==> src/rtl/lag_measure.sv <==
// Multi-channel display-lag measurement core.
// Each sensor channel is optionally inverted, synchronised and debounced; after
// a start pulse the core counts clock cycles until each enabled channel goes
// active, reports per-measurement lags and a running windowed average.
module lag_measure #(
    parameter int                     NUM_SENSORS       = 1,
    parameter int                     COUNTER_WIDTH     = 24,
    parameter int                     DEBOUNCE_CYCLES   = 16,
    parameter int                     TIMEOUT_CYCLES    = 2 ** 23,
    parameter logic [NUM_SENSORS-1:0] SENSOR_ACTIVE_LOW = '0,
    parameter int                     AVG_SHIFT         = 3
) (
    input  logic                                   clock,
    input  logic                                   reset,
    input  logic                                   start,
    input  logic [NUM_SENSORS-1:0]                 sensor,
    input  logic [NUM_SENSORS-1:0]                 channel_enable,
    output logic                                   busy,
    output logic                                   result_valid,
    output logic [NUM_SENSORS*COUNTER_WIDTH-1:0]   result_lag,
    output logic [NUM_SENSORS-1:0]                 result_timeout,
    output logic                                   avg_valid,
    output logic [NUM_SENSORS*COUNTER_WIDTH-1:0]   avg_lag,
    output logic [NUM_SENSORS-1:0]                 avg_timeout
);

    localparam int              W        = COUNTER_WIDTH;
    localparam int              AW       = W + AVG_SHIFT;
    localparam int              WCW      = (AVG_SHIFT > 0) ? AVG_SHIFT : 1;
    localparam logic [WCW-1:0]  WIN_LAST = WCW'((1 << AVG_SHIFT) - 1);
    localparam logic [W-1:0]    LAG_MAX  = '1;
    localparam logic [W-1:0]    TIMEOUT_VAL = W'(TIMEOUT_CYCLES);
    localparam int              DBW      = $clog2(DEBOUNCE_CYCLES + 1);
    localparam logic [DBW-1:0]  DB_LAST  = DBW'(DEBOUNCE_CYCLES - 1);

    typedef enum logic [1:0] {
        S_IDLE,
        S_MEASURE,
        S_DONE
    } state_t;

    logic [NUM_SENSORS-1:0] deb_level;

    // ------------------------------------------------------------------
    // Per-channel input conditioning: inversion, 2-FF sync, debounce
    // ------------------------------------------------------------------
    for (genvar gi = 0; gi < NUM_SENSORS; gi++) begin : g_chan
        logic           sync0_reg;
        logic           sync1_reg;
        logic           level_reg;
        logic [DBW-1:0] count_reg;

        // Synchronise the raw level, then flip the debounced level only after
        // DEBOUNCE_CYCLES consecutive disagreeing samples.
        always_ff @(posedge clock) begin
            if (reset) begin
                sync0_reg <= 1'b0;
                sync1_reg <= 1'b0;
                level_reg <= 1'b0;
                count_reg <= '0;
            end else begin
                sync0_reg <= sensor[gi] ^ SENSOR_ACTIVE_LOW[gi];
                sync1_reg <= sync0_reg;
                if (sync1_reg != level_reg) begin
                    if (count_reg == DB_LAST) begin
                        level_reg <= sync1_reg;
                        count_reg <= '0;
                    end else begin
                        count_reg <= count_reg + 1'b1;
                    end
                end else begin
                    count_reg <= '0;
                end
            end
        end

        assign deb_level[gi] = level_reg;
    end

    // ------------------------------------------------------------------
    // Measurement state
    // ------------------------------------------------------------------
    state_t                 state_reg;
    logic [W-1:0]           counter_reg;
    logic [NUM_SENSORS-1:0] en_reg;
    logic [NUM_SENSORS-1:0] hit_reg;
    logic [W-1:0]           lag_reg        [NUM_SENSORS];
    logic [W-1:0]           result_lag_reg [NUM_SENSORS];
    logic [W-1:0]           avg_lag_reg    [NUM_SENSORS];
    logic [AW-1:0]          acc_reg        [NUM_SENSORS];
    logic [NUM_SENSORS-1:0] sticky_reg;
    logic [WCW-1:0]         win_reg;
    logic                   result_valid_reg;
    logic                   avg_valid_reg;
    logic [NUM_SENSORS-1:0] result_timeout_reg;
    logic [NUM_SENSORS-1:0] avg_timeout_reg;

    logic [NUM_SENSORS-1:0] hit_next;
    logic                   all_hit;
    logic [NUM_SENSORS-1:0] sample_to;
    logic [NUM_SENSORS-1:0] sticky_next;
    logic [W-1:0]           sample_lag [NUM_SENSORS];
    logic [AW-1:0]          acc_sum    [NUM_SENSORS];

    // Hit detection and per-sample values used when closing a measurement.
    always_comb begin
        hit_next    = hit_reg | (en_reg & deb_level);
        all_hit     = &(hit_next | ~en_reg);
        sample_to   = en_reg & ~hit_reg;
        sticky_next = sticky_reg | sample_to;
        for (int i = 0; i < NUM_SENSORS; i++) begin
            sample_lag[i] = '0;
            acc_sum[i]    = acc_reg[i];
            if (en_reg[i]) begin
                sample_lag[i] = hit_reg[i] ? lag_reg[i] : LAG_MAX;
            end
            if (en_reg[i] && hit_reg[i]) begin
                acc_sum[i] = acc_reg[i] + AW'(lag_reg[i]);
            end
        end
    end

    // Control FSM with registered result and averaging outputs.
    always_ff @(posedge clock) begin
        if (reset) begin
            state_reg          <= S_IDLE;
            counter_reg        <= '0;
            en_reg             <= '0;
            hit_reg            <= '0;
            sticky_reg         <= '0;
            win_reg            <= '0;
            result_valid_reg   <= 1'b0;
            avg_valid_reg      <= 1'b0;
            result_timeout_reg <= '0;
            avg_timeout_reg    <= '0;
            for (int i = 0; i < NUM_SENSORS; i++) begin
                lag_reg[i]        <= '0;
                result_lag_reg[i] <= '0;
                avg_lag_reg[i]    <= '0;
                acc_reg[i]        <= '0;
            end
        end else begin
            result_valid_reg <= 1'b0;
            avg_valid_reg    <= 1'b0;
            case (state_reg)
                S_IDLE: begin
                    if (start) begin
                        state_reg   <= S_MEASURE;
                        counter_reg <= '0;
                        hit_reg     <= '0;
                        en_reg      <= channel_enable;
                    end
                end
                S_MEASURE: begin
                    for (int i = 0; i < NUM_SENSORS; i++) begin
                        if (en_reg[i] && !hit_reg[i] && deb_level[i]) begin
                            lag_reg[i] <= counter_reg;
                        end
                    end
                    hit_reg <= hit_next;
                    if (all_hit || counter_reg == TIMEOUT_VAL) begin
                        state_reg <= S_DONE;
                    end else begin
                        counter_reg <= counter_reg + 1'b1;
                    end
                end
                S_DONE: begin
                    state_reg          <= S_IDLE;
                    result_valid_reg   <= 1'b1;
                    result_timeout_reg <= sample_to;
                    for (int i = 0; i < NUM_SENSORS; i++) begin
                        result_lag_reg[i] <= sample_lag[i];
                    end
                    if (win_reg == WIN_LAST) begin
                        avg_valid_reg   <= 1'b1;
                        avg_timeout_reg <= sticky_next;
                        sticky_reg      <= '0;
                        win_reg         <= '0;
                        for (int i = 0; i < NUM_SENSORS; i++) begin
                            avg_lag_reg[i] <= sticky_next[i] ? LAG_MAX : W'(acc_sum[i] >> AVG_SHIFT);
                            acc_reg[i]     <= '0;
                        end
                    end else begin
                        sticky_reg <= sticky_next;
                        win_reg    <= win_reg + 1'b1;
                        for (int i = 0; i < NUM_SENSORS; i++) begin
                            acc_reg[i] <= acc_sum[i];
                        end
                    end
                end
                default: state_reg <= S_IDLE;
            endcase
        end
    end

    assign busy           = (state_reg != S_IDLE);
    assign result_valid   = result_valid_reg;
    assign result_timeout = result_timeout_reg;
    assign avg_valid      = avg_valid_reg;
    assign avg_timeout    = avg_timeout_reg;

    for (genvar gi = 0; gi < NUM_SENSORS; gi++) begin : g_pack
        assign result_lag[gi*W +: W] = result_lag_reg[gi];
        assign avg_lag[gi*W +: W]    = avg_lag_reg[gi];
    end

endmodule

==> config.mk <==
export PLATFORM = sky130hd
export DESIGN_NAME = lag_measure
export DESIGN_NICKNAME = d
export VERILOG_FILES = /design/src/rtl/lag_measure.sv
export SDC_FILE = /design/constraint.sdc
export NUM_CORES = 1
export LEC_CHECK = 0
export ABC_AREA = 1
export CORE_AREA = 8 8 158 197
export CTS_CLUSTER_DIAMETER = 30
export DETAILED_ROUTE_END_ITERATION = 7
export DIE_AREA = 0 0 166 205
export SLEW_MARGIN = 20
export SYNTH_ARGS = -nofsm -noshare
export SYNTH_HDL_FRONTEND = slang
export SYNTH_SLANG_ARGS = --single-unit
==> constraint.sdc <==
create_clock -name clock -period 2.7 [get_ports clock]
set_input_delay 0.54 -clock clock [delete_from_list [all_inputs] [get_ports clock]]
set_output_delay 0.54 -clock clock [all_outputs]
set_load 0.02 [all_outputs]
# Word-level counts from Yosys, hierarchy flattened
# Memory sizes are Yosys's and may differ from the RTL's.
# Cells that the tools add are included.
# Widths: inputs -> output; s select.
[totals] ff_bits=44 inputBits=5 ramBits=99 mem_count=4
[classes] reduce_logical=20 eq_ne=9 mux=41 n_addsub=4 bitwise=8
[memory_table] name="acc_reg" depth=1 word_bits=27 rd=1 rd_clocked_by_memory_dff=0 wr=1 line="90" text="logic [AW-1:0] acc_reg [NUM_SENSORS];"
[memory_table] name="avg_lag_reg" depth=1 word_bits=24 rd=1 rd_clocked_by_memory_dff=0 wr=1 line="89" text="logic [W-1:0] avg_lag_reg [NUM_SENSORS];"
[memory_table] name="lag_reg" depth=1 word_bits=24 rd=1 rd_clocked_by_memory_dff=0 wr=1 line="87" text="logic [W-1:0] lag_reg [NUM_SENSORS];"
[memory_table] name="result_lag_reg" depth=1 word_bits=24 rd=1 rd_clocked_by_memory_dff=0 wr=1 line="88" text="logic [W-1:0] result_lag_reg [NUM_SENSORS];"
[ops] operator="$mux 24" count=8
[ops] operator="$mux 27" count=3
[ops] operator="$reduce_or 24->1" count=3
[ops] operator="$reduce_or 27->1" count=2
[ops] operator="$pmux 24 s2" count=1
[ops] operator="$add 27x24->27" count=1
[ops] operator="$add 24x1->24 const B" count=1
[ops] operator="$eq 24x24->1 const B" count=1
[ops] operator="$mux 1" count=24
[ops] operator="$reduce_and 2->1" count=5
[ops] operator="$ne 2x2->1 const B" count=3
[ops] operator="$add 5x1->5 const B" count=1
[ops] operator="$eq 5x4->1 const B" count=1
[ops] operator="$mux 2" count=2
[ops] operator="$pmux 2 s2" count=1
[ops] operator="$reduce_bool 2->1" count=2
[ops] operator="$add 3x1->3 const B" count=1
[ops] operator="$eq 3x3->1 const B" count=1
[ops] operator="$logic_and 1x1->1" count=3
[ops] operator="$mux 3" count=1
[ops] operator="$not 1->1" count=3
[ops] operator="$or 1x1->1" count=3
[ops] operator="$reduce_and 3->1" count=1
[ops] operator="$reduce_or 3->1" count=1
[ops] operator="other kinds (8)" count=9

# Depth between registers and ports, before layout
[logic_depth] word_depth=9 depth_mapped=14 depth_no_buf=14

# Worst setup path after synthesis
# No wires, ideal clock.
[synth_path] kind="input to register" from="input reset" to="memory acc_reg[0][10] in the netlist's numbering, enable pin" path_slack_ns=0.399 t_arrival_ns=1.712 t_required_ns=2.111 stages=3 setup_ns=0.589 cell_sequence="inv_1 > clkbuf_1 > nand2_1"
[synth_via] elab_chain_cells=5 elab_cells_between_ends=10
[synth_rtl] element="from (decl)" line="14" text="input logic reset,"
[synth_rtl] element="$mux 1"
[synth_rtl] element="$mux 1 (implied by the code)" line="181" text="acc_reg[i] <= '0;"
[synth_rtl] element="$reduce_or 27->1 (no line)"
[synth_rtl] element="$mux 1 (no line)"
[synth_rtl] element="$mux 1 (no line) *"
[synth_rtl] element="to (decl)" line="90"
# Every way passes the cells marked *; elsewhere a longest branch is shown, timed or not.

# Worst setup path in the final report
[layout_path] from="memory lag_reg[0][0] in the netlist's numbering" to="memory avg_lag_reg[0][9] in the netlist's numbering, data pin"
[layout_via] elab_chain_cells=5
[layout_rtl] element="from (decl)" line="87"
[layout_rtl] element="$mem_v2 1x24"
[layout_rtl] element="$add 27x24->27" line="118" text="acc_sum[i] = acc_reg[i] + AW'(lag_reg[i]);"
[layout_rtl] element="$mux 27" line="117" text="if (en_reg[i] && hit_reg[i]) begin"
[layout_rtl] element="$mux 24" line="180" text="avg_lag_reg[i] <= sticky_next[i] ? LAG_MAX : W'(acc_sum[i] >> AVG_SHIFT);"
[layout_rtl] element="$mux 24 (no line)"
[layout_rtl] element="to (decl)" line="89"
# No other way between the ends.

==> qor.csv <==
stage,metric,value,unit
finish,nets@finish,1186,
yosys,multiplexer area fraction after synthesis,0,
finish,Largest register FFs,27,
pwr,power per cell area,559,nW/µm²
pwr,Gate power share,0.121,
worst_setup_path,reg2reg start,lag_reg[0][0]$_SDFFCE_PN0P_,
grt,vias in the first global route,7125,
timing,RSZ-0062 raised after global routing,no,
yosys,main combinational cell family by area after synthesis,simple AND/OR/NAND/NOR gates,
pwr,Net Sw Frac,0.270,
routing,DR DRC count,0,
worst_setup_path,Worst path top cell family by delay,simple AND/OR/NAND/NOR gates,
placed_design,number of port buffers,57,
timing,TNS Setup,0,ns
timing,final hold vios,0,
timing,setup violators final,0,
die,io pins,58,
finish,ant diodes,0,
worst_setup_path,path length in cells of the critical path,12,
yosys,Synth warnings,0,
die,DIE AREA,34000,µm²
worst_setup_path,Setup crit start,lag_reg[0][0]$_SDFFCE_PN0P_,
timing,slew margin rel.,0.667,
finish,final instance area,9880,µm²
timing,final hold slack,0.409,ns
routing,vias,7163,
worst_setup_path,crit path to,avg_lag_reg[0][9]$_SDFFCE_PN0P_,
worst_hold_path,Worst Hold Class,reg2reg,
placed_design,dpl cell area,9290,µm²
timing,fin crit period,2.44,ns
timing,Peak Freq,0.410,GHz
die,core area,28100,µm²
clock_network,# hold bufs at CTS,0,
pwr,internal power consumption,4.03,mW
placed_design,Placer Congestion,0.938,
die,initial core utilization,0.294,
pwr,Max VDD drop,0.000378,V
worst_setup_path,Crit Path Class,reg2reg,
timing,fin. max-slew vios,0,
routing,Via density,4.72,
worst_setup_path,Worst path most repeated cell,nand2_1,
clock_network,clk root buf,clkbuf_16,
clock_network,worst skew pair latency,0.43,ns
yosys,sequential share of the synthesized area,0.467,
clock_network,maximum clock path buffer count,2,
timing,clock skew,0.00981,ns
yosys,post-synthesis cell area,8260,µm²
pwr,Psw,1.49,mW
clock_network,TritonCTS clock tree,built,
placed_design,DP Worst Slack,0.280,ns
worst_setup_path,critical path's slowest cell,fa_1,
routing,Avg WL per Cell,15.1,µm
timing,Slew @ Worst Pin,0.498,ns
grt,GR Overflow Total,0,
flow_run,max-cap violations,0,
worst_setup_path,CP peak stage delay,0.46,ns
routing,initial DRC count,431,
worst_setup_path,register-to-register setup slack,0.26,ns
routing,Routed WL,23000,µm
pwr,part of the power in the clock network,0.429,
die,Die Y,205,µm
yosys,post-synthesis xor/xnor area fraction,0.0148,
clock_network,htree depth,4,
clock_network,clock sinks,143,
pwr,Design Power,5.52,mW
routing,antenna-violating nets left,0,
grt,first-pass GRT wire length,36600,µm
finish,Area Growth Syn to Fin,19.6,%
grt,largest net degree at the start of global routing,50,
clock_network,CTS Buf Count,17,
pwr,P_leak,4.28,nW
routing,drt pass-1 iters,5,
yosys,syn_nets,1120,
worst_setup_path,crit path cell chain,ha_1 > fa_1 > nand2_1 > nand2_1 > nand3_1 > nand2_1 > nand2_1 > nand2_1 > xor2_1 > nand2_1 > nand3_1 > nand2_1,
pwr,sequential power share,0.450,
yosys,area fraction in compound gates after synthesis,0.0669,
worst_setup_path,WP data required,2.87,ns
worst_setup_path,crit path buf inv count,0,
worst_setup_path,"Max FO, Critical Path",4,
die,die span in x,166,µm
yosys,syn avg cell area,7.62,µm²
worst_setup_path,worst reg2reg path endpoint,avg_lag_reg[0][9]$_SDFFCE_PN0P_,
worst_setup_path,r2r worst-path depth,12,
worst_setup_path,crit start category,flip-flop,
yosys,Simple-Gate Fraction of Synth Area,0.310,
worst_setup_path,CP Capture Type,flip-flop,
yosys,Gate Count Post-Synth,1084,
grt,initial antenna violation count,0,
die,row count,69,
worst_setup_path,Worst Path Arrival,2.61,ns
clock_network,post-CTS sizing,0,
grt,All-Layer GR Usage,0.136,
yosys,post-synthesis register bit count,143,
yosys,area share of fa/ha/maj cells after synthesis,0.0479,
outcome,status,"finished, final reports clean",
timing,period utilization,0.904,
clock_network,Clock transition at path regs,0.06,ns
clock_network,Post-CTS Setup Repair Bufs,0,
worst_hold_path,WHS Path Cells,2,
yosys,count of different cell masters after synthesis,40,
finish,share of layout cells above drive strength 1,0.0748,
placed_design,Post-DP HPWL,17700,µm
timing,final setup margin,0.258,ns
layer usage:
layer  share of wire  global-route usage  up-vias  wire length, µm
li1                -                   -     3633                -
met1            0.40               0.147     3327             9230
met2            0.53               0.257      146            12200
met3           0.035              0.0253       57              804
met4           0.031              0.0602        0              714
met5               0                   0        -                0
cell families (layout without fill, tap and decap cells):
logic type      after synthesis  in the layout
xor+xnor                     14             14
simple gates                598            598
fa+ha+maj                    31             31
flops                       143            143
buf+inv                     193            272
compound gates              105            105
layout make-up:
cell class,instances,area (µm²)
clock inverter,12,123
timing repair buffer,72,721
inverter,168,633
sequential,143,3850
multi-input combinational,748,3630
fill,2888,18200
clock buffer,20,468
tap,355,444
how the worst min path moves through the flow:
stage / from / to / slack, ns
5_1_grt: g_chan[0].sync0_reg$_SDFF_PP0_ / g_chan[0].sync1_reg$_SDFF_PP0_ / 0.43
6_report: g_chan[0].sync0_reg$_SDFF_PP0_ / g_chan[0].sync1_reg$_SDFF_PP0_ / 0.41
2_1_floorplan: g_chan[0].sync0_reg$_SDFF_PP0_ / g_chan[0].sync1_reg$_SDFF_PP0_ / 0.39
3_3_place_gp: g_chan[0].sync0_reg$_SDFF_PP0_ / g_chan[0].sync1_reg$_SDFF_PP0_ / 0.40
4_1_cts: g_chan[0].sync0_reg$_SDFF_PP0_ / g_chan[0].sync1_reg$_SDFF_PP0_ / 0.41
3_5_place_dp: g_chan[0].sync0_reg$_SDFF_PP0_ / g_chan[0].sync1_reg$_SDFF_PP0_ / 0.40
layout by cell type, fill, tap and decap left out, types with 2 or more instances in the layout:
cell / netlist / layout
a21oi_1: 70 / 70
and2_1: 2 / 2
buf_12: 0 / 3
buf_4: 1 / 12
clkbuf_16: 0 / 18
clkdlybuf4s50_1: 0 / 57
clkinv_4: 0 / 3
clkinvlp_4: 0 / 2
dfxtp_1: 44 / 44
edfxtp_1: 99 / 99
ha_1: 30 / 30
inv_1: 156 / 156
inv_2: 10 / 10
inv_4: 1 / 2
inv_6: 0 / 2
inv_8: 0 / 2
nand2_1: 324 / 323
nand2_2: 1 / 2
nand3_1: 74 / 74
nand3b_1: 4 / 4
nand4_1: 29 / 29
nor2_1: 126 / 126
nor2_2: 2 / 2
nor2_4: 3 / 3
nor3_1: 11 / 11
nor3_2: 3 / 3
o21ai_0: 22 / 22
o21ai_1: 3 / 3
o21ai_2: 3 / 3
o21bai_1: 2 / 2
or2_2: 15 / 15
xnor2_1: 5 / 5
xor2_1: 9 / 9
cell usage after synthesis (all sizes together):
library cell / number / area, µm²
a21boi: 1 / 7.51
o211ai: 1 / 7.51
o21a: 1 / 7.51
clkbuf: 13 / 48.8
nand4: 29 / 181
nand2: 326 / 1230
o21bai: 2 / 15.0
a31oi: 1 / 6.26
and2: 2 / 12.5
nor3b: 1 / 7.51
a21oi: 70 / 350
a21o: 1 / 7.51
inv: 167 / 629
ha: 30 / 375
nand3: 74 / 370
xnor2: 5 / 43.8
buf: 12 / 93.8
fa: 1 / 20.0
nor3: 14 / 85.1
nor2: 132 / 539
nand3b: 4 / 30.0
edfxtp: 99 / 2970
or2: 15 / 93.8
nor4: 1 / 6.26
xor2: 9 / 78.8
dfxtp: 44 / 881
clkinv: 1 / 3.75
o21ai: 28 / 151
power by group through the flow:
stage,Combinational (mW),Clock (mW),Sequential [mW]
finish,0.670,2.37,2.48
global route,0.752,2.49,2.49
CTS,0.677,2.42,2.48
detailed placement,0.673,0,2.53
global placement,0.669,0,2.53
floorplan,0.419,0,2.55
per-stage QoR:
step,instances,utilization
global placement,1486,0.331
floorplan,1084,-
detailed placement,1486,0.331
CTS,1518,0.352
global route,1518,0.352
finish,1518,0.352
worst min-delay path, cell delays in order, from the launching register on:
cell	delay [ns]
dfxtp_1	0.30
inv_1	0.04
nor2_1	0.03
(Power assumes the default switching activity.)
